`config.mk`:
```
export PLATFORM = sky130hd
export DESIGN_NAME = fetch_queue
export DESIGN_NICKNAME = d
export VERILOG_FILES = /design/src/rtl/riscv_pkg.sv /design/src/rtl/fetch_fifo.sv /design/src/rtl/fetch_queue.sv
export SDC_FILE = /design/constraint.sdc
export NUM_CORES = 1
export LEC_CHECK = 0
export ABC_AREA = 0
export CORE_UTILIZATION = 45
export DETAILED_ROUTE_END_ITERATION = 8
export GPL_TIMING_DRIVEN = 0
export PLACE_DENSITY = 0.64
export SYNTH_ARGS = -nofsm -noshare
export SYNTH_HDL_FRONTEND = slang
export SYNTH_SLANG_ARGS = --single-unit
export TNS_END_PERCENT = 5
```
`constraint.sdc`:
```
create_clock -name clk -period 10.9 [get_ports clk]
set_input_delay 1.635 -clock clk [delete_from_list [all_inputs] [get_ports clk]]
set_output_delay 1.635 -clock clk [all_outputs]
set_load 0.005 [all_outputs]
```
`src/rtl/riscv_pkg.sv`:
```
// Shared front-end types: machine width, instruction width, reset vector
// and the {pc, instr} record handed from fetch to the datapath.
package riscv_pkg;
  localparam int XLEN = 64;
  localparam int ILEN = 32;
  localparam logic [XLEN-1:0] RESET_PC = '0;

  typedef struct packed {
    logic [XLEN-1:0] pc;
    logic [ILEN-1:0] instr;
  } fetch_entry_t;
endpackage

```
`src/rtl/fetch_fifo.sv`:
```
// DEPTH-entry FIFO of fetched {pc, instr} pairs with flush.
// The head is read straight out of the storage registers.
module fetch_fifo
  import riscv_pkg::*;
#(
  parameter int DEPTH = 4,
  localparam int AW = $clog2(DEPTH),
  localparam int CW = AW + 1
) (
  input  logic         clk,
  input  logic         reset,
  input  logic         push_i,
  input  fetch_entry_t entry_i,
  input  logic         pop_i,
  input  logic         flush_i,
  output fetch_entry_t head_o,
  output logic [CW-1:0] count_o,
  output logic         empty_o
);

  fetch_entry_t  mem_q [DEPTH];
  logic [AW-1:0] rd_q, wr_q;
  logic [CW-1:0] cnt_q;
  logic          push_en, pop_en;

  // Flush wins over both push and pop in the same cycle.
  assign push_en = push_i && !flush_i;
  assign pop_en  = pop_i && !flush_i && (cnt_q != '0);

  always_ff @(posedge clk or negedge reset) begin
    if (!reset) begin
      rd_q  <= '0;
      wr_q  <= '0;
      cnt_q <= '0;
    end else if (flush_i) begin
      rd_q  <= '0;
      wr_q  <= '0;
      cnt_q <= '0;
    end else begin
      rd_q  <= rd_q + AW'(pop_en);
      wr_q  <= wr_q + AW'(push_en);
      cnt_q <= cnt_q + CW'(push_en) - CW'(pop_en);
    end
  end

  always_ff @(posedge clk) begin
    if (push_en) mem_q[wr_q] <= entry_i;
  end

  assign head_o  = mem_q[rd_q];
  assign count_o = cnt_q;
  assign empty_o = (cnt_q == '0);

endmodule

```
`src/rtl/fetch_queue.sv`:
```
// Instruction fetch front end: owns the fetch PC, issues 1-cycle-latency
// imem reads under a credit limit, and buffers returned words for the datapath.
module fetch_queue #(
  parameter int XLEN = riscv_pkg::XLEN,
  parameter int DEPTH = 4,
  parameter logic [XLEN-1:0] RESET_PC = riscv_pkg::RESET_PC,
  localparam int CW = $clog2(DEPTH) + 1
) (
  input  logic            clk,
  input  logic            reset,
  output logic            imem_en,
  output logic [XLEN-1:0] imem_addr,
  input  logic [31:0]     imem_rdata,
  input  logic            redirect,
  input  logic [XLEN-1:0] redirect_pc,
  output logic            out_valid,
  input  logic            out_ready,
  output logic [31:0]     out_instr,
  output logic [XLEN-1:0] out_pc,
  output logic [CW-1:0]   fq_count
);
  import riscv_pkg::*;

  localparam int CW1 = CW + 1;

  logic [XLEN-1:0] fetch_pc_q, fetch_pc_d;
  logic [XLEN-1:0] inflight_pc_q, inflight_pc_d;
  logic            inflight_q, inflight_d;
  logic [CW-1:0]   count;
  logic            empty, credit, issue, push, pop;
  fetch_entry_t    head, push_entry;

  // A word may only be requested if the FIFO can absorb it when it returns,
  // so pushes never see a full FIFO.
  assign credit = ({1'b0, count} + CW1'(inflight_q)) < CW1'(DEPTH);
  assign issue  = reset && (redirect || credit);

  assign imem_en   = issue;
  assign imem_addr = (reset && redirect) ? (redirect_pc & ~XLEN'(3)) : fetch_pc_q;

  // The word returning in a redirect cycle belongs to the wrong path.
  assign push       = inflight_q && !redirect;
  assign push_entry = '{pc: inflight_pc_q, instr: imem_rdata};

  assign out_valid = !redirect && !empty;
  assign pop       = out_valid && out_ready;

  always_comb begin
    fetch_pc_d    = fetch_pc_q;
    inflight_pc_d = inflight_pc_q;
    inflight_d    = issue;
    if (issue) begin
      inflight_pc_d = imem_addr;
      fetch_pc_d    = imem_addr + XLEN'(4);
    end
  end

  always_ff @(posedge clk or negedge reset) begin
    if (!reset) begin
      fetch_pc_q    <= RESET_PC;
      inflight_pc_q <= RESET_PC;
      inflight_q    <= 1'b0;
    end else begin
      fetch_pc_q    <= fetch_pc_d;
      inflight_pc_q <= inflight_pc_d;
      inflight_q    <= inflight_d;
    end
  end

  fetch_fifo #(.DEPTH(DEPTH)) u_fifo (
    .clk     (clk),
    .reset   (reset),
    .push_i  (push),
    .entry_i (push_entry),
    .pop_i   (pop),
    .flush_i (redirect),
    .head_o  (head),
    .count_o (count),
    .empty_o (empty)
  );

  assign out_instr = head.instr;
  assign out_pc    = head.pc;
  assign fq_count  = count;

endmodule
```
==> run metrics <==
Slew Limit Fails=0; XOR/XNOR Fraction of Synth Area=0.0242; Hold Vio Cnt, Final=0; CTS buffer count=52; drc violations=0; Syn Nets=1623; initial antenna violation count=4; clock skew=20.0 ps; Total Wirelength=61800 µm; CTS clk-pin slew, worst paths=60 ps; Crit Reg-Reg Endpoint=inflight_pc_q[53]; post-synthesis mux area share=0.111; Post-Syn Area=21700 µm²; most used standard cell by instance count after synthesis=edfxtp_1; H-tree depth=2; GRT Util Overall=0.255; Max Fclk=127 MHz; crit-path max FO=74; Synth async-reset ratio=0.259; nets=1959; clock tree buffer depth=3; Post-CTS Resized=0; status=finished clean; Post-CTS Hold Buffers=0; Arr. time, crit path=6240 ps; Worst EP required=9270 ps; Initial Utilization=0.456; Worst Hold End=fetch_pc_q[3]; post-synthesis cell count=1516; die area=49100 µm²; Critical Path Start=reset; vias in the first global route=14200; # fillers=3860; register area share after synthesis=0.686; Final Wtd Congestion=0.950; largest cells by area after synthesis=edfxtp_1 (53%), dfrtp_1 (15%), mux4_2 (10%); FP Rows=80; Compound-Gate Fraction of Synth Area=0.0374; Ys Warns=0; hold_sp=fetch_pc_q[3]; Post-Synth Adder-Cell Area=0.00438; Area growth syn-to-layout=25.2%; Max VDD drop=0.123 mV; Yosys cell types=55; critical path class=in2out; Worst slew margin=0.266; largest net degree at the start of global routing=75; commonest cells in the netlist=edfxtp_1 (384), nor2_1 (217), nand2_1 (198), dfrtp_1 (134), mux4_2 (96); RSZ-0062 raised after global routing=no; number of max-cap violations=0; drt pass-1 iters=6; Via density=5.68; CTS tree=built; DR vias=14300; Worst Tran Pin Value=1090 ps; final setup violation count=0; post-detail-place hpwl=43300 µm; min Tclk post-route=7870 ps; R2R Path Start=u_fifo.count_o[1]; top cell type's share of synthesized area=0.531; Post-synth top flop=edfxtp_1; largest family of logic cells by synthesized area=simple AND/OR/NAND/NOR gates; R2R depth=7; final worst-path cycle share=0.722; TNS Setup=0 ps; Root Buffer=clkbuf_16; first-pass GRT wire length=92500 µm; PwrDens=203 nW/µm²; worst hold slack=505 ps; Wirelength per Cell=24.6 µm; clock sink count=518; Post-synth EDFFs=384; DR iter-0 viols=1181; DIE WIDTH=222 µm; leading area contributor after synthesis=edfxtp_1; Worst Setup Start Kind=input port; I/O pins=265; post-synthesis simple-gate area fraction=0.117; GRT overflow=0; post-CTS setup buffers=0; #FFs+latches synth=518; Mapped Avg Cell Area=14.3 µm²; core area=47600 µm²; chip height=222 µm; PortBufs=261; share of layout cells above drive strength 1=0.131; Worst-Skew Late Latency=610 ps; Leak=9.35 nW; worst reg-to-reg setup slack=7670 ps; antenna viol nets, final=0; crit path capture type=output port; hold depth=2; min-delay worst type=reg2reg
==> cells by family after synthesis <==
group | after synthesis
flip-flops | 518
AO/OA/AOI/OAI | 144
XOR/XNOR | 60
adder cells (fa/ha/maj) | 7
AND/OR/NAND/NOR | 563
buffers and inverters | 103
multiplexers | 121
==> cell type report <==
type | instances | area [µm²] | area share
flip-flops and latches | 518 | 14900 | 0.548
multi-input cells | 895 | 6410 | 0.236
repair buffers | 282 | 2980 | 0.109
clock buffers | 74 | 1550 | 0.0570
well taps | 615 | 769 | 0.0283
plain buffers | 80 | 352 | 0.0129
clock inverters | 24 | 149 | 0.00548
inverters | 23 | 86.3 | 0.00318
diodes | 2 | 5.00 | 0.000184
==> report_power, final <==
| part | internal, mW | leakage, nW | switching (mW) | total [mW] |
|---|---|---|---|---|
| clock network | 0.999 | 0.840 | 0.764 | 1.76 |
| logic | 0.573 | 3.54 | 0.612 | 1.19 |
| registers | 2.39 | 4.97 | 0.174 | 2.57 |
==> state kept, by name (all words and copies together), names as in the netlist <==
register        flops
inflight_q          1
u_fifo.wr_q         2
inflight_pc_q      62
u_fifo.rd_q         2
fetch_pc_q         64
u_fifo.mem_q      384
u_fifo.count_o      3
==> worst max-delay path: stages <==
cell and delay (ps):
buf_6 470, buf_16 390, buf_4 300, buf_2 270
buf_1 530, buf_2 360, o31ai_1 180, inv_2 180
clkbuf_1 730, clkbuf_1 500, clkdlybuf4s50_1 620
==> layout by cell type (no fill, tap or decap), types with 4 or more instances in the layout <==
master / n
edfxtp_1: 384
clkdlybuf4s50_1: 260
nor2_1: 215
nand2_1: 198
dfrtp_1: 134
mux4_2: 96
a21oi_1: 74
nand4_1: 63
clkbuf_16: 57
clkbuf_1: 54
xor2_1: 33
nand3_1: 28
xnor2_1: 27
o21ai_1: 26
inv_1: 22
mux2i_1: 19
buf_1: 18
o21ai_0: 16
buf_6: 14
buf_2: 14
nor3_1: 11
and2_1: 10
clkinv_2: 8
nor4_1: 7
o21ai_2: 6
ha_1: 6
clkbuf_8: 6
buf_12: 6
mux2_2: 5
nor2b_1: 5
o21a_1: 5
a31oi_1: 5
inv_6: 5
inv_4: 5
and3_1: 4
buf_16: 4
==> worst max-delay path by stage <==
stage,end,slack [ps],cells after the start
floorplan,u_fifo.mem_q[0][0],530,7
global placement,u_fifo.mem_q[0][12],-6350,7
detailed placement,imem_en,3010,11
CTS,imem_en,2990,11
global route,imem_en,2700,11
finish,imem_en,3030,11
==> stage by stage <==
| step | utilization | total power [mW] | instances | setup WS [ps] | instance area (µm²) |
|---|---|---|---|---|---|
| floorplan | - | 3.17 | 1516 | 531 | 21700 |
| global placement | 0.527 | 3.77 | 2392 | -6350 | 25100 |
| detailed placement | 0.535 | 3.79 | 2413 | 3010 | 25500 |
| CTS | 0.570 | 5.56 | 2511 | 2990 | 27200 |
| global route | 0.570 | 5.75 | 2513 | 2700 | 27200 |
| finish | 0.570 | 5.52 | 2513 | 3030 | 27200 |
==> metal layers <==
layer / GRT usage / up-vias / wire, µm
li1: - / 6315 / -
met1: 0.351 / 7232 / 26200
met2: 0.409 / 601 / 29400
met3: 0.0500 / 124 / 4240
met4: 0.0811 / 2 / 1910
met5: 0 / - / 14
No activity file was read; power rests on OpenSTA's default activity.
